<file path="src/rtl/de_hazard_ctrl_if.sv">
// de_hazard_ctrl_if: decode/issue handshake bundle between decode control and its surrounding pipeline
interface de_hazard_ctrl_if #(
  parameter int CS_W = 23
);
  logic [15:0]     de_ir;
  logic            de_valid;
  logic [CS_W-1:0] cs_bits;
  logic [5:0]      cs_addr;
  logic            agex_ready;
  logic            wb_valid;
  logic [2:0]      wb_dr;
  logic            br_resolved;
  logic            issue;
  logic [2:0]      de_dr;
  logic            de_stall;
  logic            fetch_hold;
  logic            sb_err;
  modport master (
    output de_ir, de_valid, cs_bits, agex_ready, wb_valid, wb_dr, br_resolved,
    input  cs_addr, issue, de_dr, de_stall, fetch_hold, sb_err
  );
  modport slave (
    input  de_ir, de_valid, cs_bits, agex_ready, wb_valid, wb_dr, br_resolved,
    output cs_addr, issue, de_dr, de_stall, fetch_hold, sb_err
  );
endinterface

</file>
<file path="src/rtl/de_hazard_ctrl.sv">
// de_hazard_ctrl: decode-stage issue gating with per-register write scoreboard and control-flow fetch hold
module de_hazard_ctrl #(
  parameter int CS_W      = 23,
  parameter int LDREG_BIT = 12,
  parameter int DR7_BIT   = 11,
  parameter int SR1_BIT   = 10,
  parameter int SR2_BIT   = 9,
  parameter int SR3_BIT   = 8,
  parameter int CF_BIT    = 7,
  parameter int MAX_INFL  = 3
) (
  input logic clk,
  input logic rst,
  de_hazard_ctrl_if.slave bus
);
  typedef enum logic {RUN, CF_WAIT} state_t;
  localparam logic [1:0] MAXC = 2'(MAX_INFL);
  state_t          state_q;
  logic [7:0][1:0] cnt_q, cnt_d;
  logic            sb_err_q, sb_err_d;
  logic [7:0]      inc_v, dec_v;
  logic [2:0]      de_dr;
  logic            run, ldreg, cf, hazard, issue;
  assign run    = state_q == RUN;
  assign ldreg  = bus.cs_bits[LDREG_BIT];
  assign cf     = bus.cs_bits[CF_BIT];
  assign de_dr  = bus.cs_bits[DR7_BIT] ? 3'd7 : bus.de_ir[11:9];
  assign hazard = (bus.cs_bits[SR1_BIT] & (cnt_q[bus.de_ir[8:6]] != 2'd0))
                | (bus.cs_bits[SR2_BIT] & ~bus.de_ir[5] & (cnt_q[bus.de_ir[2:0]] != 2'd0))
                | (bus.cs_bits[SR3_BIT] & (cnt_q[bus.de_ir[11:9]] != 2'd0))
                | (ldreg & (cnt_q[de_dr] == MAXC));
  assign issue  = ~rst & run & bus.de_valid & ~hazard & bus.agex_ready;
  assign inc_v  = (issue & ldreg) ? 8'd1 << de_dr : 8'd0;
  assign dec_v  = bus.wb_valid ? 8'd1 << bus.wb_dr : 8'd0;
  assign bus.cs_addr    = {bus.de_ir[15:12], bus.de_ir[5], bus.de_ir[11]};
  assign bus.de_dr      = de_dr;
  assign bus.issue      = issue;
  assign bus.de_stall   = ~rst & run & bus.de_valid & ~issue;
  assign bus.fetch_hold = ~rst & (~run | (bus.de_valid & cf));
  assign bus.sb_err     = sb_err_q;
  // next scoreboard counts: inc/dec on the same register cancel; underflow and overflow saturate and flag
  always_comb begin
    cnt_d    = cnt_q;
    sb_err_d = sb_err_q;
    for (int r = 0; r < 8; r++) begin
      cnt_d[r] = (inc_v[r] == dec_v[r]) ? cnt_q[r]
               : inc_v[r] ? ((cnt_q[r] == MAXC) ? cnt_q[r] : cnt_q[r] + 2'd1)
               : ((cnt_q[r] == 2'd0) ? 2'd0 : cnt_q[r] - 2'd1);
      sb_err_d = sb_err_d | (inc_v[r] & ~dec_v[r] & (cnt_q[r] == MAXC))
                          | (dec_v[r] & ~inc_v[r] & (cnt_q[r] == 2'd0));
    end
  end
  // control-flow FSM, scoreboard and sticky error register
  always_ff @(posedge clk or posedge rst) begin
    if (rst) begin
      state_q  <= RUN;
      cnt_q    <= '0;
      sb_err_q <= 1'b0;
    end else begin
      state_q  <= run ? ((issue & cf) ? CF_WAIT : RUN) : (bus.br_resolved ? RUN : CF_WAIT);
      cnt_q    <= cnt_d;
      sb_err_q <= sb_err_d;
    end
  end
endmodule

</file>
<file path="src/flat_wrapper.sv">
// flat-port wrapper written by rule: the top's interface ports become plain ports
module de_hazard_ctrl_flat 
#(
  parameter int CS_W      = 23,
  parameter int LDREG_BIT = 12,
  parameter int DR7_BIT   = 11,
  parameter int SR1_BIT   = 10,
  parameter int SR2_BIT   = 9,
  parameter int SR3_BIT   = 8,
  parameter int CF_BIT    = 7,
  parameter int MAX_INFL  = 3
)
  (clk, rst, bus_de_ir, bus_de_valid, bus_cs_bits, bus_agex_ready, bus_wb_valid, bus_wb_dr, bus_br_resolved, bus_cs_addr, bus_issue, bus_de_dr, bus_de_stall, bus_fetch_hold, bus_sb_err);
  de_hazard_ctrl_if #(.CS_W(CS_W)) bus_i ();
  input logic clk;
  input logic rst;
  input wire logic [$bits(bus_i.de_ir)-1:0] bus_de_ir;
  input wire logic [$bits(bus_i.de_valid)-1:0] bus_de_valid;
  input wire logic [$bits(bus_i.cs_bits)-1:0] bus_cs_bits;
  input wire logic [$bits(bus_i.agex_ready)-1:0] bus_agex_ready;
  input wire logic [$bits(bus_i.wb_valid)-1:0] bus_wb_valid;
  input wire logic [$bits(bus_i.wb_dr)-1:0] bus_wb_dr;
  input wire logic [$bits(bus_i.br_resolved)-1:0] bus_br_resolved;
  output wire logic [$bits(bus_i.cs_addr)-1:0] bus_cs_addr;
  output wire logic [$bits(bus_i.issue)-1:0] bus_issue;
  output wire logic [$bits(bus_i.de_dr)-1:0] bus_de_dr;
  output wire logic [$bits(bus_i.de_stall)-1:0] bus_de_stall;
  output wire logic [$bits(bus_i.fetch_hold)-1:0] bus_fetch_hold;
  output wire logic [$bits(bus_i.sb_err)-1:0] bus_sb_err;
  assign bus_i.de_ir = bus_de_ir;
  assign bus_i.de_valid = bus_de_valid;
  assign bus_i.cs_bits = bus_cs_bits;
  assign bus_i.agex_ready = bus_agex_ready;
  assign bus_i.wb_valid = bus_wb_valid;
  assign bus_i.wb_dr = bus_wb_dr;
  assign bus_i.br_resolved = bus_br_resolved;
  assign bus_cs_addr = bus_i.cs_addr;
  assign bus_issue = bus_i.issue;
  assign bus_de_dr = bus_i.de_dr;
  assign bus_de_stall = bus_i.de_stall;
  assign bus_fetch_hold = bus_i.fetch_hold;
  assign bus_sb_err = bus_i.sb_err;
  de_hazard_ctrl #(.CS_W(CS_W), .LDREG_BIT(LDREG_BIT), .DR7_BIT(DR7_BIT), .SR1_BIT(SR1_BIT), .SR2_BIT(SR2_BIT), .SR3_BIT(SR3_BIT), .CF_BIT(CF_BIT), .MAX_INFL(MAX_INFL)) u_core (.clk(clk), .rst(rst), .bus(bus_i));
endmodule
</file>
<file path="config.mk">
export PLATFORM = sky130hd
export DESIGN_NAME = de_hazard_ctrl_flat
export DESIGN_NICKNAME = d
export VERILOG_FILES = /design/src/rtl/de_hazard_ctrl_if.sv /design/src/rtl/de_hazard_ctrl.sv /design/src/flat_wrapper.sv
export SDC_FILE = /design/constraint.sdc
export NUM_CORES = 1
export LEC_CHECK = 0
export BUFFER_PORTS_ARGS = -buffer_cell sky130_fd_sc_hd__buf_4
export CORE_ASPECT_RATIO = 0.5
export CORE_UTILIZATION = 40
export DETAILED_ROUTE_END_ITERATION = 8
export HOLD_SLACK_MARGIN = 0.03
export PLACE_DENSITY_LB_ADDON = 0.2
export SETUP_SLACK_MARGIN = 0.4
export SLEW_MARGIN = 15
export SYNTH_ARGS = -nofsm -noshare
export SYNTH_HDL_FRONTEND = slang
export SYNTH_SLANG_ARGS = --single-unit
export TNS_END_PERCENT = 5
</file>
<file path="constraint.sdc">
create_clock -name clk -period 3.4 [get_ports clk]
set_clock_uncertainty 0.2 [all_clocks]
set_input_delay 0.34 -clock clk [delete_from_list [all_inputs] [get_ports clk]]
set_output_delay 0.34 -clock clk [all_outputs]
set_load 0.005 [all_outputs]
</file>
After elaboration in Yosys (flattened, before gate mapping):

Cells that the tools add are included.

* latch bits: 0
* logic and storage cells: 209
* output and inout bits: 13
* bits in writable memories: 0
* input bits: 48
* memories: 0
* bits in registers: 18
* ROM bits: 0

* magnitude comparators: 4
* $mul: 0
* shift operators: 2
* equality and inequality tests: 25
* div/mod/pow operators: 0
* mux-type cells: 38
* reductions and logical operators: 19
* bitwise gates (word level): 95
* add/subtract/negate cells: 16

Operators by type and width (count)
* $mux 2: 28
* $and 1x1->1: 46
* $not 1->1: 29
* $bmux 2 s3: 4
* $or 1x1->1: 20
* $eq 2x2->1 const B: 9
* $add 2x1->2 const B: 8
* $logic_not 2->1: 8
* $lt 3x4->1 const B: 4
* $mux 8: 2
* $ne 2x2->1 const B: 8
* $reduce_and 2->1: 8
* $shl 1x3->8 const A: 2
* $sub 2x1->2 const B: 8
* $eq 1x1->1: 8
* $reduce_bool 2->1: 3
* $mux 1: 3
* $mux 3: 1

Depth between registers and ports, before layout:

* word-level depth: 30
* depth in mapped cells: 14
* gate-level depth less buffers: 11

Worst setup path after synthesis:

OpenSTA, ideal clock, no wires.

* kind: reg2reg
* start: register u_core.cnt_q[5] (netlist name)
* end: register u_core.sb_err_q (netlist: u_core.bus.sb_err)
* period minus slack after synthesis: 3111 ps
* arrival time: 2787 ps
* stages on the path, launching flop included: 12
* setup slack: 289 ps
* buffers on the path: 1
* cell sequence: dfrtp_1 > nor2_1 > mux4_2 > nor4b_4 > nor4_1 > and2_1 > buf_2 > and3_1 > ha_1 > a221oi_1 > nand4_1 > a211o_1

* word-level cells in the longest chain between the ends: 30
* elaborated cells on any way between the ends: 82
* those cells by class: eq/ne (2); mux (9); bitwise (67); reduce/logical (4)

Ends and longest elaborated chain
* start: declaration: line de_hazard_ctrl.sv:19 `logic [7:0][1:0] cnt_q, cnt_d;`
* start signal: assignment: line de_hazard_ctrl.sv:61 `cnt_q <= cnt_d;`
* $bmux 2 s3, on equally long branches: line de_hazard_ctrl.sv:28, de_hazard_ctrl.sv:29
* $mux 2, on equally long branches: line de_hazard_ctrl.sv:28, de_hazard_ctrl.sv:29
* $reduce_bool 2->1, on equally long branches: line de_hazard_ctrl.sv:28, de_hazard_ctrl.sv:29
* $and 1x1->1, on equally long branches: line de_hazard_ctrl.sv:28, de_hazard_ctrl.sv:29
* $or 1x1->1: line de_hazard_ctrl.sv:29 `| (bus.cs_bits[SR2_BIT] & ~bus.de_ir[5] & (cnt_q[bus.de_ir[2:0]] != 2'd0))`
* $or 1x1->1: line de_hazard_ctrl.sv:30 `| (bus.cs_bits[SR3_BIT] & (cnt_q[bus.de_ir[11:9]] != 2'd0))`
* $or 1x1->1: line de_hazard_ctrl.sv:31 `| (ldreg & (cnt_q[de_dr] == MAXC));`
* $not 1->1: line de_hazard_ctrl.sv:32 `assign issue = ~rst & run & bus.de_valid & ~hazard & bus.agex_ready;`
* [... 15 more ...]
* $or 1x1->1: line de_hazard_ctrl.sv:50 `| (dec_v[r] & ~inc_v[r] & (cnt_q[r] == 2'd0));`
* $or 1x1->1: line de_hazard_ctrl.sv:49 `sb_err_d = sb_err_d | (inc_v[r] & ~dec_v[r] & (cnt_q[r] == MAXC))`
* $or 1x1->1: line de_hazard_ctrl.sv:50
* $or 1x1->1: line de_hazard_ctrl.sv:49
* $or 1x1->1: line de_hazard_ctrl.sv:50
* $or 1x1->1: line de_hazard_ctrl.sv:49
* $or 1x1->1 *: line de_hazard_ctrl.sv:50
* net u_core.sb_err_d: line de_hazard_ctrl.sv:20 `logic sb_err_q, sb_err_d;`
* end signal: assignment: line de_hazard_ctrl.sv:62 `sb_err_q <= sb_err_d;`
* end: declaration: line de_hazard_ctrl.sv:20

Mark *: on every way through the listed nets, which the timed path passes. The rest lies on a longest branch. The select of a mux whose other input is x is not followed.
A chain may end at the register's enable or synchronous reset.

Final worst setup path:

* start: register u_core.cnt_q[9] (netlist name)
* end: register u_core.sb_err_q (netlist: u_core.bus.sb_err)

Same word-level chain as after synthesis.

==> flow_metrics.tcl <==
set metrics [dict create \
    synth_seq_cells 18 \
    insertedDiodeCount 0 \
    fmax_ghz 0.3338 \
    reg2reg_depth 11 \
    crit_required_ns 3.34 \
    crit_type "flop to flop" \
    switchingPower_w 0.0002336 \
    outcome "completed" \
    p_sw_frac 0.3248 \
    ir_drop_v 0.0001743 \
    hold_buffers 0 \
    synth_cell_types 43 \
    placementRows 20 \
    die_h_um 59.81 \
    clk_latency_ns 0.25 \
    htree_levels 1 \
    dieArea_um2 7035 \
    path_clk_slew_ns 0.06 \
    hold_slack_ns 0.05484 \
    worstMarginPinSlew_ns 0.9617 \
    netlist_instances 329 \
    cts_inserted_buffers 3 \
    cp_cell_sequence "nor2_1 -> mux4_2 -> nor2_1 -> nor4_4 -> and2_4 -> nand3_1 -> ha_1 -> a22o_1 -> a221oi_2 -> nand4_1 -> a211o_1" \
    drt_pass1_iterations 4 \
    seq_power_share 0.324 \
    worst_setup_path_end_kind "flop" \
    syn_avg_cell_area_um2 8.127 \
    r2r_slack_ns 0.40 \
    first_iter_violations 269 \
    powerDensity_nw_per_um2 211.2 \
    arrival_ns 2.94 \
    vias 2636 \
    hp-class "input port to asynchronous set/reset pin" \
    rr_startpoint "u_core.cnt_q[9]" \
    p_comb_frac 0.332 \
    rsz0062_at_grt "yes" \
    period_needed_ns 2.995 \
    wl_per_cell_um 15.88 \
    nets 480 \
    internal_power_w 0.0004857 \
    drc 0 \
    crit_top_cell "nor2_1" \
    utilization 0.5444 \
    area_growth_pct 27.37 \
    async_flop_share 1.000 \
    drv_slew 0 \
    drive_gt1_frac 0.2723 \
    synth_fp_nets 425 \
    io_buffers 33 \
    crit_slowest_cell "dfrtp_1" \
    core_um2 6256 \
    ys_seq_area_frac 0.1685 \
    p_leak_nw 1.593 \
    synth_edf_count 0 \
    grt_usage 0.2198 \
    grt_max_degree 49 \
    grt_pass1_vias 2549 \
    crit_fanout 6 \
    overflow 0 \
    synth_top_flop_cell "dfrtp_1" \
    fillCellCount 609 \
    cts_tree "yes" \
    cts.sinks 18 \
    max_stage_delay_ns 0.44 \
    yosysWarnings 0 \
    dp_cells 458 \
    final-hold-violation-count 0 \
    initial_utilization 0.4274 \
    totalWireLength_um 7463 \
    via_per_inst 5.609 \
    clockRootBuffer "clkbuf_16" \
    syn_area_um2 2674 \
    clockBufferDepth 2 \
    pwr-share-clk 0.344 \
    maxCapViolCount 0 \
    max_slew_margin 0.3530 \
    grt_pass1_wl_um 12230 \
    ant_nets 0 \
    min_period_over_period 0.8810 \
    ios 61 \
    antenna_found_initial 0 \
    die_w_um 117.6 \
    r2r-end "u_core.bus.sb_err" \
    gp_congestion 0.8361 \
    tns_ns 0 \
    start_kind "flop" \
    stdcell_count 470 \
    setup_viol 0 \
    dp_hpwl_um 5731 \
]
## layer usage
metal,GRT usage,part of all wire,up-vias
li1,-,-,1313
met1,0.2975,0.50,1263
met2,0.3756,0.45,56
met3,0.03721,0.048,4
met4,0.04212,0.0059,0
met5,0,0,-
## final cells by class
class / instances / area [um2] / area share
repair buffers: 64 / 484.2 / 0.1422
clock buffers: 3 / 75.07 / 0.02204
multi-input cells: 249 / 2102 / 0.6172
flip-flops and latches: 18 / 454.2 / 0.1334
well taps: 88 / 110.1 / 0.03233
inverters: 48 / 180.2 / 0.05290
## state kept, by name, summed over array words and instances, names as in the netlist
signal and cells:
u_core.cnt_q 16, u_core.bus.sb_err 1, u_core.state_q 1
## worst max-delay path: cells and delay by family (launching register included)
kind / cells / cell delay (ns)
AO/OA/AOI/OAI: 3 / 0.72
multiplexers: 1 / 0.27
flip-flops: 1 / 0.44
AND/OR/NAND/NOR: 6 / 1.04
adder cells (fa/ha/maj): 1 / 0.21
## through the flow
stage | instance area, um2 | setup WS [ns] | total power (W)
after global routing | 3406 | 0.2740 | 0.0007597
after detailed placement | 3176 | 0.1296 | 0.0004494
final | 3406 | 0.4045 | 0.0007193
after floorplan | 2724 | 0.3655 | 0.0003642
after CTS | 3367 | 0.4028 | 0.0007172
after global placement | 3176 | 0.1577 | 0.0004431
## power by group through the flow
stage	combinational (W)	clock [W]	sequential, W
global route	0.000261	0.000264	0.000235
detailed placement	0.000212	0	0.000238
CTS	0.000232	0.000252	0.000233
global placement	0.000206	0	0.000237
finish	0.000239	0.000247	0.000233
floorplan	0.000124	0	0.000241
## synth_stat cells (3+ instances only)
cell type | count | area share
a41oi_1 | 12 | 0.039
nand4_1 | 27 | 0.063
nand3_1 | 25 | 0.047
a21oi_1 | 3 | 0.0056
inv_1 | 47 | 0.066
clkbuf_1 | 5 | 0.0070
ha_1 | 48 | 0.22
and3_1 | 6 | 0.014
and2_1 | 13 | 0.030
buf_2 | 4 | 0.0075
nand2b_1 | 3 | 0.0070
dfrtp_1 | 18 | 0.17
nor3_1 | 7 | 0.013
nor2_1 | 26 | 0.036
buf_4 | 6 | 0.017
mux4_2 | 5 | 0.042
a22o_1 | 4 | 0.013
nand2_1 | 16 | 0.022
nor2b_1 | 4 | 0.0094
a221oi_1 | 3 | 0.0098
nor4b_1 | 5 | 0.016
a211o_1 | 17 | 0.056
## cells in the final DEF (no fill, tap or decap), types with 3 or more instances in the layout
master     Yosys  routed
buf_4          6      63
inv_1         47      47
ha_1          48      44
nand4_1       27      27
nand3_1       25      25
nor2_1        26      20
a211o_1       17      17
nand2_1       16      15
dfrtp_1       18      15
and2_1        13      12
a41oi_1       12      12
nor2_2         1       6
nor3_1         7       6
mux4_2         5       5
nor4b_1        5       5
nor2b_1        4       4
and3_1         6       4
a22o_1         4       4
a21oi_1        3       3
nand2b_1       3       3
ha_2           0       3
clkbuf_16      0       3
dfrtp_2        0       3
## logic make-up after synthesis
kind of cell,count (synthesis),share of synthesized area
simple gates,143,0.2985
buf+inv,63,0.09874
compound gates,51,0.1638
fa+ha+maj,48,0.2246
flops,18,0.1685
mux,6,0.04586
## worst max path at each step
| stage | endpoint | slack [ns] | start | cells after the start |
|---|---|---|---|---|
| after floorplan | u_core.bus.sb_err | 0.37 | u_core.cnt_q[5] | 11 |
| after global placement | u_core.bus.sb_err | 0.16 | bus_cs_bits[11] | 12 |
| after detailed placement | u_core.bus.sb_err | 0.13 | bus_de_ir[9] | 10 |
| after CTS | u_core.bus.sb_err | 0.40 | u_core.cnt_q[4] | 11 |
| after global routing | u_core.bus.sb_err | 0.27 | u_core.cnt_q[2] | 11 |
| final | u_core.bus.sb_err | 0.40 | u_core.cnt_q[9] | 11 |
## timing repair
action	in CTS	in global routing
cloned	1	0
buffers inserted	6	2
endpoints found under the setup margin	15	1
pin swaps	6	4
gates resized for setup	23	3
No activity file was read; power rests on OpenSTA's default activity.
